--- src/rtl/display_pkg.sv ---
// display_pkg
//   Shared definitions for the reaction-timer display path: phase encoding,
//   the blank segment byte and the 48-bit packing of the six digits.
//   Packing order: [47:40] -> HEX5, ..., [7:0] -> HEX0.
//   The banner scroller and result formatter import this package as well.
package display_pkg;

   typedef enum logic [1:0] {
      PH_BANNER = 2'b00,
      PH_ARMED  = 2'b01,
      PH_RESULT = 2'b10
   } phase_t;

   localparam int          NUM_DIGITS = 6;
   localparam int          HEX_W      = 8 * NUM_DIGITS;
   localparam logic [7:0]  BLANK_HEX  = 8'hFF;
   localparam logic [47:0] BLANK_ALL  = {NUM_DIGITS{BLANK_HEX}};

   // Extract digit idx (0 = HEX0) from a packed 48-bit segment word.
   function automatic logic [7:0] digit_of(input logic [47:0] packed_hex,
                                           input int idx);
      return packed_hex[idx*8 +: 8];
   endfunction

endpackage

--- src/rtl/display_scheduler_if.sv ---
// display_scheduler_if
//   Groups the scheduler's source-side and status signals.
//   start_req, result_valid, result_hex, banner_hex : driven by the control side
//   scroll_tick, busy, phase                        : driven by the scheduler
//
// Handshake: there is no ready. start_req and result_valid are single-cycle
// pulses that the scheduler samples on every rising edge; a pulse is either
// acted on in that cycle or ignored for good (e.g. result_valid outside
// ARMED), it is never held pending. result_hex only needs to be valid in the
// cycle result_valid is high.
interface display_scheduler_if;
   import display_pkg::*;

   logic                start_req;
   logic                result_valid;
   logic [HEX_W-1:0]    result_hex;
   logic [HEX_W-1:0]    banner_hex;
   logic                scroll_tick;
   logic                busy;
   logic [1:0]          phase;

   modport master (
      output start_req, result_valid, result_hex, banner_hex,
      input  scroll_tick, busy, phase
   );

   modport slave (
      input  start_req, result_valid, result_hex, banner_hex,
      output scroll_tick, busy, phase
   );

endinterface

--- src/rtl/tick_prescaler.sv ---
// tick_prescaler
//   Free-running divider producing a one-cycle tick every TICK_DIV clocks.
//   Ports: clock, reset (sync, active-high), tick (high when count==TICK_DIV-1).
//   The count wraps to 0 in the same cycle tick is high.
module tick_prescaler #(
   parameter int TICK_DIV = 25_000_000
) (
   input  logic clock,
   input  logic reset,
   output logic tick
);

   localparam int          W    = $clog2(TICK_DIV);
   localparam logic [W-1:0] LAST = W'(TICK_DIV - 1);

   logic [W-1:0] count;

   assign tick = (count == LAST);

   always_ff @(posedge clock) begin
      if (reset) begin
         count <= '0;
      end else if (tick) begin
         count <= '0;
      end else begin
         count <= count + 1'b1;
      end
   end

endmodule

--- src/rtl/display_scheduler.sv ---
// display_scheduler
//   Chooses what the six seven-segment displays show across a reaction-timer
//   run: scrolling banner when idle, blank while armed, held result after.
//   Ports:
//     clock, reset       system clock, synchronous active-high reset
//     bus (slave)        start_req / result_valid / result_hex / banner_hex in,
//                        scroll_tick / busy / phase out (phase is the FSM state)
//     HEX0..HEX5         registered active-low segment bytes (8'hFF = off)
module display_scheduler
   import display_pkg::*;
#(
   parameter int TICK_DIV    = 25_000_000,
   parameter int HOLD_TICKS  = 6,
   parameter int ARM_TIMEOUT = 20
) (
   input  logic                 clock,
   input  logic                 reset,
   display_scheduler_if.slave   bus,
   output logic [7:0]           HEX0,
   output logic [7:0]           HEX1,
   output logic [7:0]           HEX2,
   output logic [7:0]           HEX3,
   output logic [7:0]           HEX4,
   output logic [7:0]           HEX5
);

   localparam int MAX_TICKS = (HOLD_TICKS > ARM_TIMEOUT) ? HOLD_TICKS : ARM_TIMEOUT;
   localparam int CNT_W     = $clog2(MAX_TICKS + 1);
   localparam logic [CNT_W-1:0] HOLD_LAST = CNT_W'(HOLD_TICKS - 1);
   localparam logic [CNT_W-1:0] ARM_LAST  = CNT_W'(ARM_TIMEOUT - 1);

   logic                tick;
   phase_t              state, state_nxt;
   logic [CNT_W-1:0]    cnt, cnt_nxt;
   logic [HEX_W-1:0]    latched, latched_nxt;
   logic [HEX_W-1:0]    hex_q, hex_nxt;

   // Free-running: never cleared on phase changes, so the first tick counted
   // in ARMED/RESULT may arrive after less than a full tick period.
   tick_prescaler #(.TICK_DIV(TICK_DIV)) u_prescaler (
      .clock (clock),
      .reset (reset),
      .tick  (tick)
   );

   always_ff @(posedge clock) begin
      if (reset) begin
         state   <= PH_BANNER;
         cnt     <= '0;
         latched <= BLANK_ALL;
         hex_q   <= BLANK_ALL;
      end else begin
         state   <= state_nxt;
         cnt     <= cnt_nxt;
         latched <= latched_nxt;
         hex_q   <= hex_nxt;
      end
   end

   // Next phase / tick count / latched result.
   // Within a cycle: result_valid (ARMED) beats start_req beats tick expiry.
   always_comb begin
      state_nxt   = state;
      cnt_nxt     = cnt;
      latched_nxt = latched;
      case (state)
         PH_BANNER: begin
            cnt_nxt = '0;
            if (bus.start_req) begin
               state_nxt = PH_ARMED;
            end
         end
         PH_ARMED: begin
            if (bus.result_valid) begin
               state_nxt   = PH_RESULT;
               cnt_nxt     = '0;
               latched_nxt = bus.result_hex;
            end else if (tick) begin
               if (cnt == ARM_LAST) begin
                  state_nxt = PH_BANNER;
                  cnt_nxt   = '0;
               end else begin
                  cnt_nxt = cnt + 1'b1;
               end
            end
         end
         PH_RESULT: begin
            if (bus.start_req) begin
               state_nxt = PH_ARMED;
               cnt_nxt   = '0;
            end else if (tick) begin
               if (cnt == HOLD_LAST) begin
                  state_nxt = PH_BANNER;
                  cnt_nxt   = '0;
               end else begin
                  cnt_nxt = cnt + 1'b1;
               end
            end
         end
         default: begin
            // Unused encoding 2'b11: recover to the banner.
            state_nxt = PH_BANNER;
            cnt_nxt   = '0;
         end
      endcase
   end

   // Output mux is driven from the registered phase, so pins lag a phase
   // change by one cycle (first ARMED cycle still shows the banner).
   always_comb begin
      hex_nxt = BLANK_ALL;
      case (state)
         PH_BANNER: hex_nxt = bus.banner_hex;
         PH_ARMED:  hex_nxt = BLANK_ALL;
         PH_RESULT: hex_nxt = latched;
         default:   hex_nxt = BLANK_ALL;
      endcase
   end

   assign bus.phase       = state;
   assign bus.scroll_tick = (state == PH_BANNER) && tick;
   assign bus.busy        = (state == PH_ARMED) || (state == PH_RESULT);

   assign HEX0 = digit_of(hex_q, 0);
   assign HEX1 = digit_of(hex_q, 1);
   assign HEX2 = digit_of(hex_q, 2);
   assign HEX3 = digit_of(hex_q, 3);
   assign HEX4 = digit_of(hex_q, 4);
   assign HEX5 = digit_of(hex_q, 5);

endmodule

--- src/flat_wrapper.sv ---
// flat-port wrapper written by rule: the top's interface ports become plain ports
module display_scheduler_flat import display_pkg::*;
#(
   parameter int TICK_DIV    = 25_000_000,
   parameter int HOLD_TICKS  = 6,
   parameter int ARM_TIMEOUT = 20
)
  (clock, reset, HEX0, HEX1, HEX2, HEX3, HEX4, HEX5, bus_start_req, bus_result_valid, bus_result_hex, bus_banner_hex, bus_scroll_tick, bus_busy, bus_phase);
  display_scheduler_if bus_i ();
  input  logic clock;
  input  logic reset;
  output logic [7:0] HEX0;
  output logic [7:0] HEX1;
  output logic [7:0] HEX2;
  output logic [7:0] HEX3;
  output logic [7:0] HEX4;
  output logic [7:0] HEX5;
  input wire logic [$bits(bus_i.start_req)-1:0] bus_start_req;
  input wire logic [$bits(bus_i.result_valid)-1:0] bus_result_valid;
  input wire logic [$bits(bus_i.result_hex)-1:0] bus_result_hex;
  input wire logic [$bits(bus_i.banner_hex)-1:0] bus_banner_hex;
  output wire logic [$bits(bus_i.scroll_tick)-1:0] bus_scroll_tick;
  output wire logic [$bits(bus_i.busy)-1:0] bus_busy;
  output wire logic [$bits(bus_i.phase)-1:0] bus_phase;
  assign bus_i.start_req = bus_start_req;
  assign bus_i.result_valid = bus_result_valid;
  assign bus_i.result_hex = bus_result_hex;
  assign bus_i.banner_hex = bus_banner_hex;
  assign bus_scroll_tick = bus_i.scroll_tick;
  assign bus_busy = bus_i.busy;
  assign bus_phase = bus_i.phase;
  display_scheduler #(.TICK_DIV(TICK_DIV), .HOLD_TICKS(HOLD_TICKS), .ARM_TIMEOUT(ARM_TIMEOUT)) u_core (.clock(clock), .reset(reset), .bus(bus_i), .HEX0(HEX0), .HEX1(HEX1), .HEX2(HEX2), .HEX3(HEX3), .HEX4(HEX4), .HEX5(HEX5));
endmodule
--- config.mk ---
export PLATFORM = sky130hd
export DESIGN_NAME = display_scheduler_flat
export DESIGN_NICKNAME = d
export VERILOG_FILES = /design/src/rtl/display_pkg.sv /design/src/rtl/display_scheduler_if.sv /design/src/rtl/tick_prescaler.sv /design/src/rtl/display_scheduler.sv /design/src/flat_wrapper.sv
export SDC_FILE = /design/constraint.sdc
export NUM_CORES = 1
export LEC_CHECK = 0
export BUFFER_PORTS_ARGS = -buffer_cell sky130_fd_sc_hd__buf_2
export CAP_MARGIN = 20
export CORE_ASPECT_RATIO = 0.75
export CORE_MARGIN = 2
export CORE_UTILIZATION = 40
export CTS_BUF_LIST = sky130_fd_sc_hd__clkbuf_16
export DETAILED_ROUTE_END_ITERATION = 12
export GPL_TIMING_DRIVEN = 0
export SYNTH_ARGS = -nofsm -noshare
export SYNTH_HDL_FRONTEND = slang
export SYNTH_SLANG_ARGS = --single-unit
--- constraint.sdc ---
create_clock -name clock -period 2.74 [get_ports clock]
set_input_delay 0.411 -clock clock [delete_from_list [all_inputs] [get_ports clock]]
set_output_delay 0.411 -clock clock [all_outputs]
set_load 0.02 [all_outputs]
=== After elaboration in Yosys (flattened, before gate mapping) ===
Cells that the tools add are included.

* $add $sub $neg: 2
* Equal/unequal tests: 10
* Mux-type cells: 16
* Reduce and logical (&&, ||, !) cells: 7

{| class="wikitable"
|+ Operators with widths
! kind !! number
|-
| 48-bit case mux with 2 select lines || 1
|-
| 5-bit 2-to-1 mux || 6
|-
| 25-bit by 1-bit adder with 25-bit output, second input constant || 1
|-
| 25-bit == test, second input constant || 1
|-
| 2-bit 2-to-1 mux || 7
|-
| 3-bit by 2-bit inequality test with 1-bit output, second input constant || 4
|-
| 5-bit case mux with 2 select lines || 1
|-
| 2-bit case mux with 3 select lines || 1
|-
| 5-bit by 1-bit adder with 5-bit output, second input constant || 1
|-
| 5-bit by 3-bit == test with 1-bit output, second input constant || 1
|-
| 5-bit == test, second input constant || 1
|-
| 5-bit AND reduction || 1
|-
| 2-bit AND reduction || 2
|-
| 2-bit by 1-bit == test with 1-bit output, second input constant || 1
|-
| 2-bit == test, second input constant || 1
|-
| 2-bit logical NOT || 1
|-
| 2-bit inequality test, second input constant || 1
|-
| 2-bit OR reduction || 1
|-
| 1-bit logical AND || 1
|-
| 1-bit logical OR || 1
|}

* Register bits: 128
* Input bits: 100
* Output and inout bits: 52
* Word-level logic and storage cells: 40

=== Longest topological paths before layout ===
Gate-level depths: netlist (run 1).

* Depth in word-level cells: 5
* Depth in mapped cells: 9
* Depth with buffers taken out: 7

=== By module ===
From an unflattened synthesis (run 1), not the netlist that was laid out.

* Cell total of the unflattened synthesis: 526
* Area, all modules: 5003.5 um^2

{| class="wikitable"
|+ Modules (own cells, without submodules)
! module !! instances !! cells an instance !! area each (um^2) !! seq. area each (um^2)
|-
| display_scheduler || 1 || 388 || 3779.9 || 2062.0
|-
| tick_prescaler || 1 || 138 || 1223.7 || 500.5
|}

=== Worst setup path before layout (run 1) ===
Ideal clock, no wire load.

* Kind: register to register
* Start point: register u_core.state[0], in the netlist u_core.bus.phase[0]
* End point: register u_core.state[0], in the netlist u_core.bus.phase[0]
* Setup time: 0.070 ns
* Arrival: 2.098 ns
* Data required time: 2.670 ns
* Slack: 0.572 ns
* Stages on the path, launching flop included: 9
* Path buffers: 1
* Period minus slack after synthesis: 2.168 ns
* Cell sequence: dfxtp_1 > inv_1 > ha_1 > clkbuf_1 > nor2b_1 > or2_2 > o41a_4 > or4_1 > a21oi_1

* Word-level cells in the longest chain between the ends: 3
* Elaborated cells between the ends (all ways): 10
* Those cells by class: eq/ne (7); mux (1); reduce/logical (2)

{| class="wikitable"
|+ Ends and longest elaborated chain
! what !! RTL line !! text
|-
| from (decl) || display_scheduler.sv:33 || <nowiki>phase_t state, state_nxt;</nowiki>
|-
| from (signal assigned) || display_scheduler.sv:53 || <nowiki>state <= state_nxt;</nowiki>
|-
| 2-bit by 1-bit == test with 1-bit output, or another cell as far along || display_scheduler.sv:66 || <nowiki>case (state)</nowiki>
|-
| 3-bit by 2-bit inequality test with 1-bit output (no source line) or 2-bit inequality test (tied branches) || -- ||
|-
| 5-bit AND reduction (no source line) || -- ||
|}

Several ways; a longest one is shown, not always the timed one.
A chain may end at the register's enable or synchronous reset.

=== Worst setup path after layout (run 1) ===
* Start point: register u_core.state[0], in the netlist u_core.bus.phase[0]
* End point: output port bus_scroll_tick

* Word-level cells in the longest chain between the ends: 2

{| class="wikitable"
|+ Ends and longest elaborated chain
! what !! RTL line !! text
|-
| 2-bit logical NOT || display_scheduler.sv:121 || <nowiki>assign bus.scroll_tick = (state == PH_BANNER) && tick;</nowiki>
|-
| 1-bit logical AND || display_scheduler.sv:121 ||
|-
| to (decl) || flat_wrapper.sv:22 || <nowiki>output wire logic [$bits(bus_i.scroll_tick)-1:0] bus_scroll_tick;</nowiki>
|}

No other way between the ends.

==> results of run 1 <==
==> worst paths after layout <==
| path | from | to | depth (start not counted) |
|---|---|---|---|
| hold reg to reg | u_core.u_prescaler.count[0] | u_core.u_prescaler.count[0] | 1 |
| setup / recovery | u_core.bus.phase[0] | bus_scroll_tick | 6 |
| hold / removal | bus_banner_hex[0] | u_core.hex_q[0] | 2 |
| setup reg to reg | u_core.u_prescaler.count[0] | u_core.u_prescaler.count[23] | 9 |
==> registers in the layout (all words and copies together) (netlist names) <==
name / flops
u_core.u_prescaler.count: 25
u_core.cnt: 5
u_core.latched: 48
u_core.hex_q: 48
u_core.bus.phase: 2
==> report_power, final <==
group | internal, mW | total [mW] | switching [mW]
Combinational | 0.578 | 1.51 | 0.928
Sequential | 2.22 | 2.36 | 0.142
Clock | 1.24 | 2.08 | 0.839
Total | 4.04 | 5.94 | 1.91
==> per-stage QoR <==
stage	total power [mW]	setup WS (ns)	instance area, um2	hold slack [ns]	util [%]
floorplan	3.36	0.572	4880	0.430	-
global placement	3.88	0.215	5840	0.444	49.7
detailed placement	3.91	0.184	5840	0.451	49.7
CTS	6.00	0.209	6380	0.219	54.4
global route	6.25	0.0386	6380	0.211	54.4
finish	5.94	0.251	6380	0.233	54.4
==> worst register-to-register path, stage by stage, from the launching register on <==
cell and delay, ns:
dfxtp_1 0.37, ha_1 0.22, and3_1 0.19, buf_6 0.13, nand4_2 0.11, nor4_1 0.30
or2_2 0.17, clkbuf_1 0.24, clkbuf_1 0.45, nor2_1 0.10
==> cell families after synthesis <==
kind of cell	Yosys count	synth area share, %
fa+ha+maj	7	1.79
compound gates	115	21.1
flops	128	52.5
buf+inv	50	4.00
xor+xnor	23	4.13
simple gates	143	16.5
==> placed cells by master, fill, tap and decap left out, types with 5 or more instances in the layout <==
master	count
buf_2	151
dfxtp_1	128
and3_1	51
a211o_1	48
a221o_1	48
clkbuf_1	37
nor2_1	31
xor2_1	18
nand3_1	17
clkbuf_16	17
nand2_1	14
inv_1	8
nand4_1	7
ha_1	7
a21oi_1	6
o21ai_0	5
xnor2_1	5
clkinvlp_4	5
==> repair_timing <==
| action | in CTS | in global routing |
|---|---|---|
| resized for setup | 1 | 0 |
| buffers inserted | 0 | 0 |
| endpoints found under the hold margin | 0 | 0 |
| setup endpoints to repair | 1 | 0 |
==> area by class of cell <==
cell class                      instances  area (um2)
Buffer                                 41         163
Clock buffer                           17         425
Clock inverter                         15         121
Fill cell                            1118        5360
Inverter                                8        30.0
Multi-Input combinational cell        288        2120
Sequential cell                       128        2560
Tap cell                              162         203
Timing Repair Buffer                  151         756
==> metal layers <==
metal  vias up  global-route usage (%)
li1       2094                       -
met1      2022                    27.4
met2       116                    30.8
met3         8                    7.49
met4         0                    6.27
met5         -                       0
==> impl_results.md, run 1 <==
* Share of cells above drive strength 1 at 29.3%
* Synth top cells by count: 128 x dfxtp_1, 51 x and3_1, 48 x a211o_1, 48 x a221o_1, 39 x clkbuf_1
* Top Layer Used: met4
* Mean post-synth cell area at 10.5 um2
* Num CTS Buffers at 17
* Worst path cell trace: inv_1, ha_1, clkbuf_1, clkbuf_2, and2_1, buf_2
* Yosys warns at 0
* Max_slew headroom at 40.2%
* Gr usage total at 20.4%
* Data arrival time of the worst path at 2.08 ns
* Clk buf depth at 2
* # port buffers at 151
* Remaining antenna violation count at 0
* Setup TNS at 0 ns
* Fin nets at 742
* Clk Latency, worst-skew pair at 0.41 ns
* Hold-fix buffers, CTS at 0
* Max_cap viols at 0
* DRT Pass-1 Iters at 4
* Detail Route met2 WL at 5870 um
* FMAX at 0.402 GHz
* Initial antenna violation count at 1
* Largest net degree at the start of global routing at 20
* Fin crit share at 90.8%
* Worst Path Buf+Inv at 4
* Largest cells by area after synthesis: dfxtp_1 53%, a221o_1 9.8%, a211o_1 8.6%, and3_1 6.5%, xor2_1 3.2%
* Most common cell in the netlist: dfxtp_1
* Wl on met1 at 6350 um
* Initial Utilization at 41.6%
* Status: completed
* CP max stage delay at 0.46 ns
* Placed cells at 779
* Die area at 13100 um2
* Actual slew at the worst max-slew pin at 0.885 ns
* Row count at 34
* Die width at 132 um
* Flop2flop setup slack at 0.32 ns
* Die H at 99.7 um
* Cell variety after synth at 37
* Via count at 4240
* Synth top area share at 52.5%
* Leak at 2.75 nW
* Residual DRC at 0
* Final Non-Filler Cells at 810
* Slew Viols, Final at 0
* GP Congestion at 0.762
* Post-synthesis cell area at 4880 um2
* Total I/O pin count at 152
* DR WL/cell at 16.4 um
* DR iter-0 viols at 276
* Final min period at 2.49 ns
* Final setup vio count at 0
* Crit path max-delay family: buffers and inverters
* Ys async rst share at 0%
* Total grt overflow at 0
* DRT Wirelength at 13300 um
* Worst IR Drop VDD at 0.538 mV
* CTS Sinks at 128
* Ys flop type: dfxtp_1
* Clk Tree Root Cell: clkbuf_16
* Syn_nets at 573
* H-tree depth at 4
* Clock Skews at 0.00658 ns
* Worst min path class: in2reg
* Ant diodes at 0
* Sequential element share of the synthesized area at 52.5%
* Met3 wire length at 966 um
* Final Hold Viols at 0
* HPWL after DPL at 9780 um
* FF+latch count, synth at 128
* Post-synth EDFFs at 0
* Unrepaired setup endpoints after global routing: false
* First-pass GRT wire length at 21100 um
* Slowest CP cell: clkbuf_2
* Clk slew on worst S/H paths at 0.06 ns
* Area leader, netlist: dfxtp_1
* WS Path Type: reg2out
* Number of global-route vias before repair at 4117
* Power density cells at 931 nW/um2
* CP Max Fanout at 19
* Worst setup EP type: output port
* Synth Instances at 466
* Via density at 5.23
* Worst EP required at 2.33 ns
* CTS tree: yes
* Core region area at 11700 um2
* Area grow syn2layout at 30.8%
* Worst setup SP type: flip-flop
No activity file was read; power rests on OpenSTA's default activity.
==> run 2: changes to the inputs <==
Settings changed: CTS_BUF_LIST sky130_fd_sc_hd__clkbuf_16 to sky130_fd_sc_hd__clkbuf_4 sky130_fd_sc_hd__clkbuf_8 sky130_fd_sc_hd__clkbuf_16.
==> impl_results.md, run 2 (synthesis results as in run 1) <==
* Status: completed
* Largest net degree at the start of global routing at 20 (unchanged)
* Worst setup margin at 0.241 ns (-0.0101 ns)
* CP Max Fanout at 5 (-14)
* Remaining antenna violation count at 0 (unchanged)
* # port buffers at 151 (unchanged)
* Number of global-route vias before repair at 4121 (+0.097%)
* Worst path cell trace: ha_1, and3_1, buf_6, nand4_2, nor4_1, and2_1, buf_2
* HPWL after DPL at 9780 um (unchanged)
* Max_cap viols at 0 (unchanged)
* Placed cells at 779 (unchanged)
* Final Hold Viols at 0 (unchanged)
* DR iter-0 viols at 286 (+3.6%)
* Share of cells above drive strength 1 at 29.6% (+0.31 points)
* H-tree depth at 4 (unchanged)
* Row count at 34 (unchanged)
* Actual slew at the worst max-slew pin at 0.878 ns (-0.00682 ns)
* Worst IR Drop VDD at 0.548 mV (+2.0%)
* Total I/O pin count at 152 (unchanged)
* Worst EP required at 2.33 ns (about the same)
* First-pass GRT wire length at 21000 um (-0.16%)
* Max_slew headroom at 40.7% (+0.46 points)
* Final hold slack at 0.232 ns (-0.000517 ns)
* Clk slew on worst S/H paths at 0.06 ns (about the same)
* Final min period at 2.50 ns (+0.0101 ns)
* Core region area at 11700 um2 (unchanged)
* WS Path Type: reg2out
* Clock Skews at 0.00735 ns (+0.000772 ns)
* Post-CTS sizing at 1 (unchanged)
* FMAX at 0.400 GHz (-0.41%)
* Unrepaired setup endpoints after global routing: false
* Finished Core Util at 54.5% (+0.17 points)
* Biggest regs: u_core.hex_q: 48 flops, u_core.latched: 48 flops, u_core.u_prescaler.count: 25 flops
* Hold-fix buffers, CTS at 0 (unchanged)
* Clk buf depth at 2 (unchanged)
* Final Non-Filler Cells at 810 (unchanged)
* Die width at 132 um (unchanged)
* Most frequent cells in the layout: 151 x buf_2, 128 x dfxtp_1, 51 x and3_1
* Crit path max-delay family: simple AND/OR/NAND/NOR gates
* Initial Utilization at 41.6% (unchanged)
* Slowest CP cell: dfxtp_1
* Data arrival time of the worst path at 2.09 ns (about the same)
* CTS Sinks at 128 (unchanged)
* Slew Viols, Final at 0 (unchanged)
* Ant diodes at 0 (unchanged)
* Clk Latency, worst-skew pair at 0.40 ns (about the same)
* Worst setup EP type: output port
* Clk Tree Root Cell: clkbuf_16
* Worst min path class: in2reg
* Fin nets at 742 (unchanged)
* Gr usage total at 20.3% (-0.077 points)
* Die H at 99.7 um (unchanged)
* Initial antenna violation count at 1 (unchanged)
* DRT Pass-1 Iters at 5 (+1)
* Via count at 4272 (+0.75%)
* CTS tree: yes
* Fillers at 1113 (-0.45%)
* Power density cells at 938 nW/um2 (+0.71%)
* Worst Path Buf+Inv at 2 (-2)
* Hold Crit Start: bus_banner_hex[34]
* Total grt overflow at 0 (unchanged)
* CP max stage delay at 0.38 ns (-0.08 ns)
* Worst setup SP type: flip-flop
* Residual DRC at 0 (unchanged)
* Leak at 2.76 nW (+0.41%)
* Setup TNS at 0 ns (unchanged)
* Most common cell after layout, fill and taps aside: buf_2
* Die area at 13100 um2 (unchanged)
* Final setup vio count at 0 (unchanged)
* Area grow syn2layout at 31.2%
* GP Congestion at 0.762 (unchanged)
* DRT Wirelength at 13300 um (+0.19%)
* Setup bufs post-CTS at 0 (unchanged)
* DR WL/cell at 16.4 um (+0.19%)
* R2r startpoint: u_core.u_prescaler.count[0]
* Via density at 5.27 (+0.75%)
* Placement Setup Slack at 0.184 ns (unchanged)
* Setup crit start: u_core.u_prescaler.count[0]
* Fin crit share at 91.2% (+0.37 points)
* Num CTS Buffers at 17 (unchanged)
run 2: final cells by class:
cell class	count	area [um2]	area share, %
clock inverter	13	114	1.78
timing repair buffer	151	756	11.8
buffer	41	163	2.54
clock buffer	19	453	7.07
inverter	8	30.0	0.469
tap	162	203	3.17
sequential	128	2560	40.0
multi-input combinational	288	2120	33.1
run 2: final timing paths:
kind | depth (start not counted) | to | slack [ns]
worst max-delay path | 7 | bus_scroll_tick | 0.24
worst min register to register | 1 | u_core.latched[13] | 0.46
worst min-delay path | 2 | u_core.hex_q[34] | 0.23
worst max register to register | 9 | u_core.u_prescaler.count[23] | 0.31
run 2: layer usage:
| metal | wire length, um | vias up | track usage (%) |
|---|---|---|---|
| li1 | - | 2095 | - |
| met1 | 6470 | 2042 | 27.5 |
| met2 | 5850 | 127 | 30.6 |
| met3 | 887 | 8 | 6.78 |
| met4 | 97 | 0 | 6.77 |
| met5 | 0 | - | 0 |
run 2: report_power, final:
group          switching, mW  total [mW]  internal [mW]
Clock                  0.845        2.14           1.29
Sequential             0.142        2.36           2.22
Combinational          0.926        1.50          0.578
Total                   1.91        6.01           4.09
run 2: worst reg2reg max path: stages, from the launching register on:
cell and delay [ns]:
dfxtp_1 0.38, ha_1 0.22, and3_1 0.19, buf_6 0.13
nand4_2 0.11, nor4_1 0.30, or2_2 0.17, clkbuf_1 0.24
clkbuf_1 0.45, nor2_1 0.10
run 2: stage by stage:
| step | instance area (um2) | power [mW] |
|---|---|---|
| finish | 6400 | 6.01 |
| global route | 6400 | 6.30 |
| CTS | 6400 | 6.06 |
| detailed placement | 5840 | 3.91 |
| global placement | 5840 | 3.88 |
| floorplan | 4880 | 3.36 |
